File: src/rtl/nn_pool_pkg.sv
// -----------------------------------------------------------------------------
// nn_pool_pkg
// Shared definitions for the pooling stage:
//   DATA_W_DEF  - default pixel width of the adder/ReLU sums
//   POOL_STRIDE - window size and stride of the 2x2 max-pool
//   SMAX_W      - working width of smax(); callers sign-extend into it
//   smax()      - signed maximum, ties return the first argument
// -----------------------------------------------------------------------------
package nn_pool_pkg;

  localparam int DATA_W_DEF  = 12;
  localparam int POOL_STRIDE = 2;
  localparam int SMAX_W      = 32;

  // Signed max; 'a' wins a tie so the earlier pixel of a pair is kept.
  function automatic logic signed [SMAX_W-1:0] smax(
    input logic signed [SMAX_W-1:0] a,
    input logic signed [SMAX_W-1:0] b
  );
    if (b > a) begin
      return b;
    end else begin
      return a;
    end
  endfunction

endpackage

File: src/rtl/pool_line_buf.sv
// -----------------------------------------------------------------------------
// pool_line_buf
// Register-array line buffer holding the horizontal pair-max of the last
// even row, one entry per pooling window. Contents are not reset; every entry
// is rewritten by an even row before an odd row reads it.
// Ports:
//   clk_i    clock
//   we_i     write enable
//   waddr_i  write address (window index)
//   wdata_i  write data
//   raddr_i  read address (window index)
//   rdata_o  combinational read data, so an odd row sees no read bubble
// -----------------------------------------------------------------------------
module pool_line_buf
  import nn_pool_pkg::*;
#(
  parameter int DATA_W = DATA_W_DEF,
  parameter int DEPTH  = 16,
  parameter int ADDR_W = 4
)(
  input  logic              clk_i,
  input  logic              we_i,
  input  logic [ADDR_W-1:0] waddr_i,
  input  logic [DATA_W-1:0] wdata_i,
  input  logic [ADDR_W-1:0] raddr_i,
  output logic [DATA_W-1:0] rdata_o
);

  logic [DATA_W-1:0] r_mem [DEPTH];

  // Single write port; storage intentionally has no reset.
  always_ff @(posedge clk_i) begin
    if (we_i) begin
      r_mem[waddr_i] <= wdata_i;
    end
  end

  assign rdata_o = r_mem[raddr_i];

endmodule

File: src/rtl/sum_maxpool_2x2.sv
// -----------------------------------------------------------------------------
// sum_maxpool_2x2
// Streaming 2x2 / stride-2 signed max-pool between the adder stage and the
// feature-map writeback. Pixels arrive in raster order, one per accepted beat.
// Even rows store their horizontal pair-max in a line buffer; odd rows combine
// their pair-max with the stored value and emit one pooled pixel per window,
// one cycle after the odd-row odd-column beat.
//
// Optional feature macro: POOL_BYPASS_EN
//   When defined, bypass_i exists; bypass_i=1 forwards every accepted beat to
//   the output with one cycle of latency (counters still advance). bypass_i
//   may only change between frames.
//
// Ports:
//   clk_i          clock, all logic on posedge
//   rst_i          asynchronous active-high reset
//   data_i         input pixel (two's complement)
//   valid_i        data_i valid
//   frame_start_i  marks data_i as row 0 / col 0 of a new frame
//   ready_o        a beat can be accepted this cycle
//   data_o         pooled pixel (registered)
//   valid_o        data_o valid (registered)
//   bypass_i       pass-through mode (POOL_BYPASS_EN only)
//   ready_i        downstream accepts data_o
// -----------------------------------------------------------------------------
module sum_maxpool_2x2
  import nn_pool_pkg::*;
#(
  parameter int DATA_W = DATA_W_DEF,
  parameter int IMG_W  = 32
)(
  input  logic              clk_i,
  input  logic              rst_i,
  input  logic [DATA_W-1:0] data_i,
  input  logic              valid_i,
  input  logic              frame_start_i,
  output logic              ready_o,
  output logic [DATA_W-1:0] data_o,
  output logic              valid_o,
`ifdef POOL_BYPASS_EN
  input  logic              bypass_i,
`endif
  input  logic              ready_i
);

  localparam int NUM_WIN = IMG_W / POOL_STRIDE;
  // A one-entry buffer still needs a 1-bit address port.
  localparam int ADDR_W  = (NUM_WIN > 1) ? $clog2(NUM_WIN) : 1;
  localparam int COL_W   = $clog2(IMG_W);
  localparam logic [COL_W-1:0] COL_LAST = COL_W'(IMG_W - 32'sd1);
  localparam logic [COL_W-1:0] COL_ONE  = COL_W'(32'sd1);

  if ((IMG_W < POOL_STRIDE) || ((IMG_W % POOL_STRIDE) != 32'sd0)) begin : g_bad_img_w
    $error("sum_maxpool_2x2: IMG_W must be even and >= 2");
  end
  if ((DATA_W < 2) || (DATA_W > SMAX_W)) begin : g_bad_data_w
    $error("sum_maxpool_2x2: DATA_W out of supported range");
  end

  // Registered state
  logic [COL_W-1:0]  r_col_cnt;
  logic              r_row_odd;
  logic [DATA_W-1:0] r_h_hold;
  logic [DATA_W-1:0] r_data;
  logic              r_valid;

  // Combinational datapath
  logic              w_accept;
  logic [COL_W-1:0]  w_col;
  logic              w_row_odd;
  logic              w_col_odd;
  logic [ADDR_W-1:0] w_laddr;
  logic [DATA_W-1:0] w_lbuf_rd;
  logic [DATA_W-1:0] w_hmax;
  logic [DATA_W-1:0] w_pool;
  logic              w_lbuf_we;
  logic              w_load;
  logic [DATA_W-1:0] w_load_data;
  logic [COL_W-1:0]  w_col_nxt;
  logic              w_row_odd_nxt;
  logic              w_bypass;

`ifdef POOL_BYPASS_EN
  assign w_bypass = bypass_i;
`else
  assign w_bypass = 1'b0;
`endif

  // A new result can only load when the output slot is free or draining,
  // which also keeps data_o stable while stalled.
  assign ready_o  = ~r_valid | ready_i;
  assign w_accept = valid_i & ready_o;

  // frame_start_i overrides the counters for the beat it qualifies.
  assign w_col     = frame_start_i ? {COL_W{1'b0}} : r_col_cnt;
  assign w_row_odd = frame_start_i ? 1'b0 : r_row_odd;
  assign w_col_odd = w_col[0];
  assign w_laddr   = ADDR_W'(w_col >> 1'b1);

  // Horizontal pair-max (ties keep the held even-column pixel), then the
  // vertical max against the stored even-row pair-max. No widening.
  assign w_hmax = DATA_W'(smax(SMAX_W'($signed(r_h_hold)), SMAX_W'($signed(data_i))));
  assign w_pool = DATA_W'(smax(SMAX_W'($signed(w_lbuf_rd)), SMAX_W'($signed(w_hmax))));

  pool_line_buf #(
    .DATA_W (DATA_W),
    .DEPTH  (NUM_WIN),
    .ADDR_W (ADDR_W)
  ) u_line_buf (
    .clk_i   (clk_i),
    .we_i    (w_lbuf_we),
    .waddr_i (w_laddr),
    .wdata_i (w_hmax),
    .raddr_i (w_laddr),
    .rdata_o (w_lbuf_rd)
  );

  // Next-state decode for counters, line-buffer write and output load.
  always_comb begin
    w_col_nxt     = r_col_cnt;
    w_row_odd_nxt = r_row_odd;
    w_lbuf_we     = 1'b0;
    w_load        = 1'b0;
    w_load_data   = w_pool;
    if (w_accept) begin
      if (w_col == COL_LAST) begin
        w_col_nxt     = {COL_W{1'b0}};
        w_row_odd_nxt = ~w_row_odd;
      end else begin
        w_col_nxt     = w_col + COL_ONE;
        w_row_odd_nxt = w_row_odd;
      end
      w_lbuf_we = w_col_odd & ~w_row_odd;
      if (w_bypass) begin
        w_load      = 1'b1;
        w_load_data = data_i;
      end else begin
        w_load      = w_col_odd & w_row_odd;
        w_load_data = w_pool;
      end
    end else begin
      w_lbuf_we = 1'b0;
      w_load    = 1'b0;
    end
  end

  // Column/row counters and the even-column hold register.
  always_ff @(posedge clk_i or posedge rst_i) begin
    if (rst_i) begin
      r_col_cnt <= {COL_W{1'b0}};
      r_row_odd <= 1'b0;
      r_h_hold  <= {DATA_W{1'b0}};
    end else begin
      r_col_cnt <= w_col_nxt;
      r_row_odd <= w_row_odd_nxt;
      if (w_accept && !w_col_odd) begin
        r_h_hold <= data_i;
      end
    end
  end

  // Output register: a new result wins over clearing on handshake.
  always_ff @(posedge clk_i or posedge rst_i) begin
    if (rst_i) begin
      r_data  <= {DATA_W{1'b0}};
      r_valid <= 1'b0;
    end else if (w_load) begin
      r_data  <= w_load_data;
      r_valid <= 1'b1;
    end else if (r_valid && ready_i) begin
      r_valid <= 1'b0;
    end
  end

  assign data_o  = r_data;
  assign valid_o = r_valid;

endmodule
File: config.mk
export PLATFORM = sky130hd
export DESIGN_NAME = sum_maxpool_2x2
export DESIGN_NICKNAME = d
export VERILOG_FILES = /design/src/rtl/nn_pool_pkg.sv /design/src/rtl/pool_line_buf.sv /design/src/rtl/sum_maxpool_2x2.sv
export SDC_FILE = /design/constraint.sdc
export NUM_CORES = 1
export LEC_CHECK = 0
export BUFFER_PORTS_ARGS = -buffer_cell sky130_fd_sc_hd__clkbuf_2
export CORE_UTILIZATION = 52
export CTS_CLUSTER_DIAMETER = 40
export DETAILED_ROUTE_END_ITERATION = 8
export PLACE_DENSITY = 0.69
export SLEW_MARGIN = 0
export SYNTH_ARGS = -nofsm -noshare
export SYNTH_HDL_FRONTEND = slang
export SYNTH_HIERARCHICAL = 1
export SYNTH_SLANG_ARGS = --single-unit
export TNS_END_PERCENT = 10
File: constraint.sdc
create_clock -name clk_i -period 4.7 [get_ports clk_i]
set_input_delay 0.47 -clock clk_i [delete_from_list [all_inputs] [get_ports clk_i]]
set_output_delay 0.47 -clock clk_i [all_outputs]
set_load 0.01 [all_outputs]
==> metrics.txt <==
drt drc 0; IO Count 31; placed cells about 860; peak supply drop around 0.00038 V; critical path class flip-flop to flip-flop; # rows between 40 and 50; GPL Wtd Cong slightly above 0.9; Initial Utilization between 50% and 60%; post-route insts no fill between 900 and 1000; DIE HEIGHT approximately 140 µm; worst hold slack 0.0553 ns; fin nets between 700 and 800; Syn Inst Count between 500 and 600; path depth of the worst reg2reg path 16; HPWL after detailed placement between 10 and 15 mm; Critical Path Source r_h_hold[11]; Max Slew Vio Count 0; gr usage total between 20% and 30%; Root Buffer clkbuf_16; post-cts sizing count 0; Critical Path RT 5.08 ns; Setup WS post-layout around 0.46 ns; syn nets between 600 and 700; Post-synth EDFFs roughly 190; dpl ws around 0.37 ns; largest fanout on the critical path 24; Leakage 4.27 nW; Inserted Clock Buffers 34; DR vias between 5000 and 6000; largest net degree at the start of global routing between 40 and 50; worst setup path end data_o[4]; status complete, no violations; Max Clk Rate around 240 MHz; wire length per cell between 20 and 25 µm; FF-to-FF End data_o[4]; slew margin rel. ~25%; proportion of layout cells with a drive suffix above 1 between 20% and 30%; die footprint approximately 20000 µm²; # Post-CTS Setup Buffers 0; Chip Width around 140 µm; DRT Wirelength 20.7 mm; commonest non-fill, non-tap cells in the layout edfxtp_1 (192), nand2_1 (45), buf_4 (39); fillers 1279; CTS clock-pin slew for the worst setup and hold paths about 0.050 ns; final hold vios 0; IO buf count 30; Worst Hold Class primary input to asynchronous set/reset pin; post-route minimum period 4.24 ns; post-route ant nets 0; global-route wire length before repair around 33 mm; Clock Tree Buf Depth 3; worst clock skew about 0.014 ns; crit path launch type flip-flop; Worst-Skew Late Latency around 0.50 ns; clk sink count 223; reg2reg start r_h_hold[11]; Setup crit end kind flip-flop; RSZ-0062 raised after global routing false; r2r setup slk roughly 0.46 ns; number of global-route vias before repair between 5000 and 6000; synthesis-to-layout area growth 17.9%; hold_buf cts 0; ys async rst share 13.9%; ys flop type edfxtp_1; Synth warnings 6; Worst EP arrival 4.62 ns; 1st-iter DRT viols between 400 and 500; PD cells 506 nW/µm²; DR vias/cell about 6.1; CTS tree built; fin area ~12000 µm²; most common cell after layout, fill and taps aside edfxtp_1; synthesized flop and latch total roughly 220; # diodes 0; library cells used by synthesis 55; grt total ovfl 0; H-tree depth 2; sequential share of the synthesized area 66.6%; Setup TNS 0 ns; 1st-pass router iterations 5; Placement Cell Area between 10000 and 15000 µm²; initial antenna violation count 0; syn avg cell area around 17 µm²; Core ar. roughly 18000 µm²; Mapped Area 9820 µm²; MaxCap Viol Count 0; period utilisation layout between 90% and 100%; final setup vio count 0; Least-Margin Pin Slew ~1.1 ns
Yosys cell counts, types with 10 or more instances:
library cell    n  area share, %
o211a_1        10            1.0
a21oi_1        10           0.51
mux2i_1        10            1.0
o21ai_1        25            1.3
dfrtp_1        31            7.9
inv_1          26           0.99
clkbuf_1       12           0.46
o21ai_0        11           0.56
mux4_1         15            4.0
mux2_1         11            1.3
mux4_2         33            7.6
a22oi_1        35            2.7
nor2_1         16           0.61
ha_1           26            3.3
nand2_1        45            1.7
edfxtp_1      192             59
buf_2          10           0.51
metal layers:
metal,global-route usage (%),up-vias,routed length (µm)
li1,-,2548,-
met1,30.5,2900,8790
met2,37.7,183,10200
met3,3.72,44,1190
met4,8.71,0,553
met5,0,-,0
stage by stage:
stage	power (mW)	util, %
detailed placement	3.37	57.3
floorplan	3.07	-
finish	5.86	63.6
global route	6.08	63.6
CTS	5.91	63.6
global placement	3.34	57.3
report_power, final:
group | total, mW | switching [mW] | internal (mW)
combinational | 0.963 | 0.588 | 0.375
clock | 2.52 | 0.917 | 1.60
sequential | 2.38 | 0.0300 | 2.35
worst min-delay path by stage:
| stage | start | end | slack, ns | cells after the start |
|---|---|---|---|---|
| after floorplan | r_col_cnt[4] | r_col_cnt[4] | 0.44 | 2 |
| after global placement | r_col_cnt[4] | r_col_cnt[4] | 0.45 | 2 |
| after detailed placement | r_col_cnt[4] | r_col_cnt[4] | 0.47 | 2 |
| after CTS | rst_i | r_h_hold[1] | 0.06 | 3 |
| after global routing | rst_i | r_h_hold[11] | 0.09 | 3 |
| final | rst_i | r_h_hold[9] | 0.06 | 3 |
critical path: stages, from the launching register on:
cell and delay [ns]:
dfrtp_1 0.39, inv_1 0.06, ha_1 0.48, nand4_4 0.16, a211oi_2 0.36, or2_1 0.32
buf_4 0.25, mux2i_1 0.36, o21ai_1 0.15, ha_1 0.34, a21oi_1 0.16, a21oi_1 0.08
nor4b_1 0.38, a21oi_2 0.10, buf_4 0.22, o21ai_0 0.22, o21ai_1 0.08
cell type report:
| type | count | area, µm² | share of cell area, % |
|---|---|---|---|
| clock inverters | 23 | 267 | 2.30 |
| well taps | 229 | 287 | 2.48 |
| multi-input cells | 315 | 3030 | 26.2 |
| repair buffers | 70 | 463 | 4.00 |
| inverters | 27 | 101 | 0.876 |
| flip-flops and latches | 223 | 6540 | 56.5 |
| clock buffers | 37 | 883 | 7.63 |
flip-flops by register name, summed over array words and instances, names as in the netlist:
name and count:
r_row_odd 1, valid_o 1, r_col_cnt 5, r_h_hold 12
data_o 12, u_line_buf/r_mem 192
kinds of logic after synthesis:
group | after synthesis | synth area share [%]
fa+ha+maj | 26 | 3.31
simple gates | 107 | 5.44
buf+inv | 55 | 2.83
mux | 69 | 13.9
xor+xnor | 1 | 0.0892
flops | 223 | 66.6
compound gates | 112 | 7.83
(Power assumes the default switching activity.)
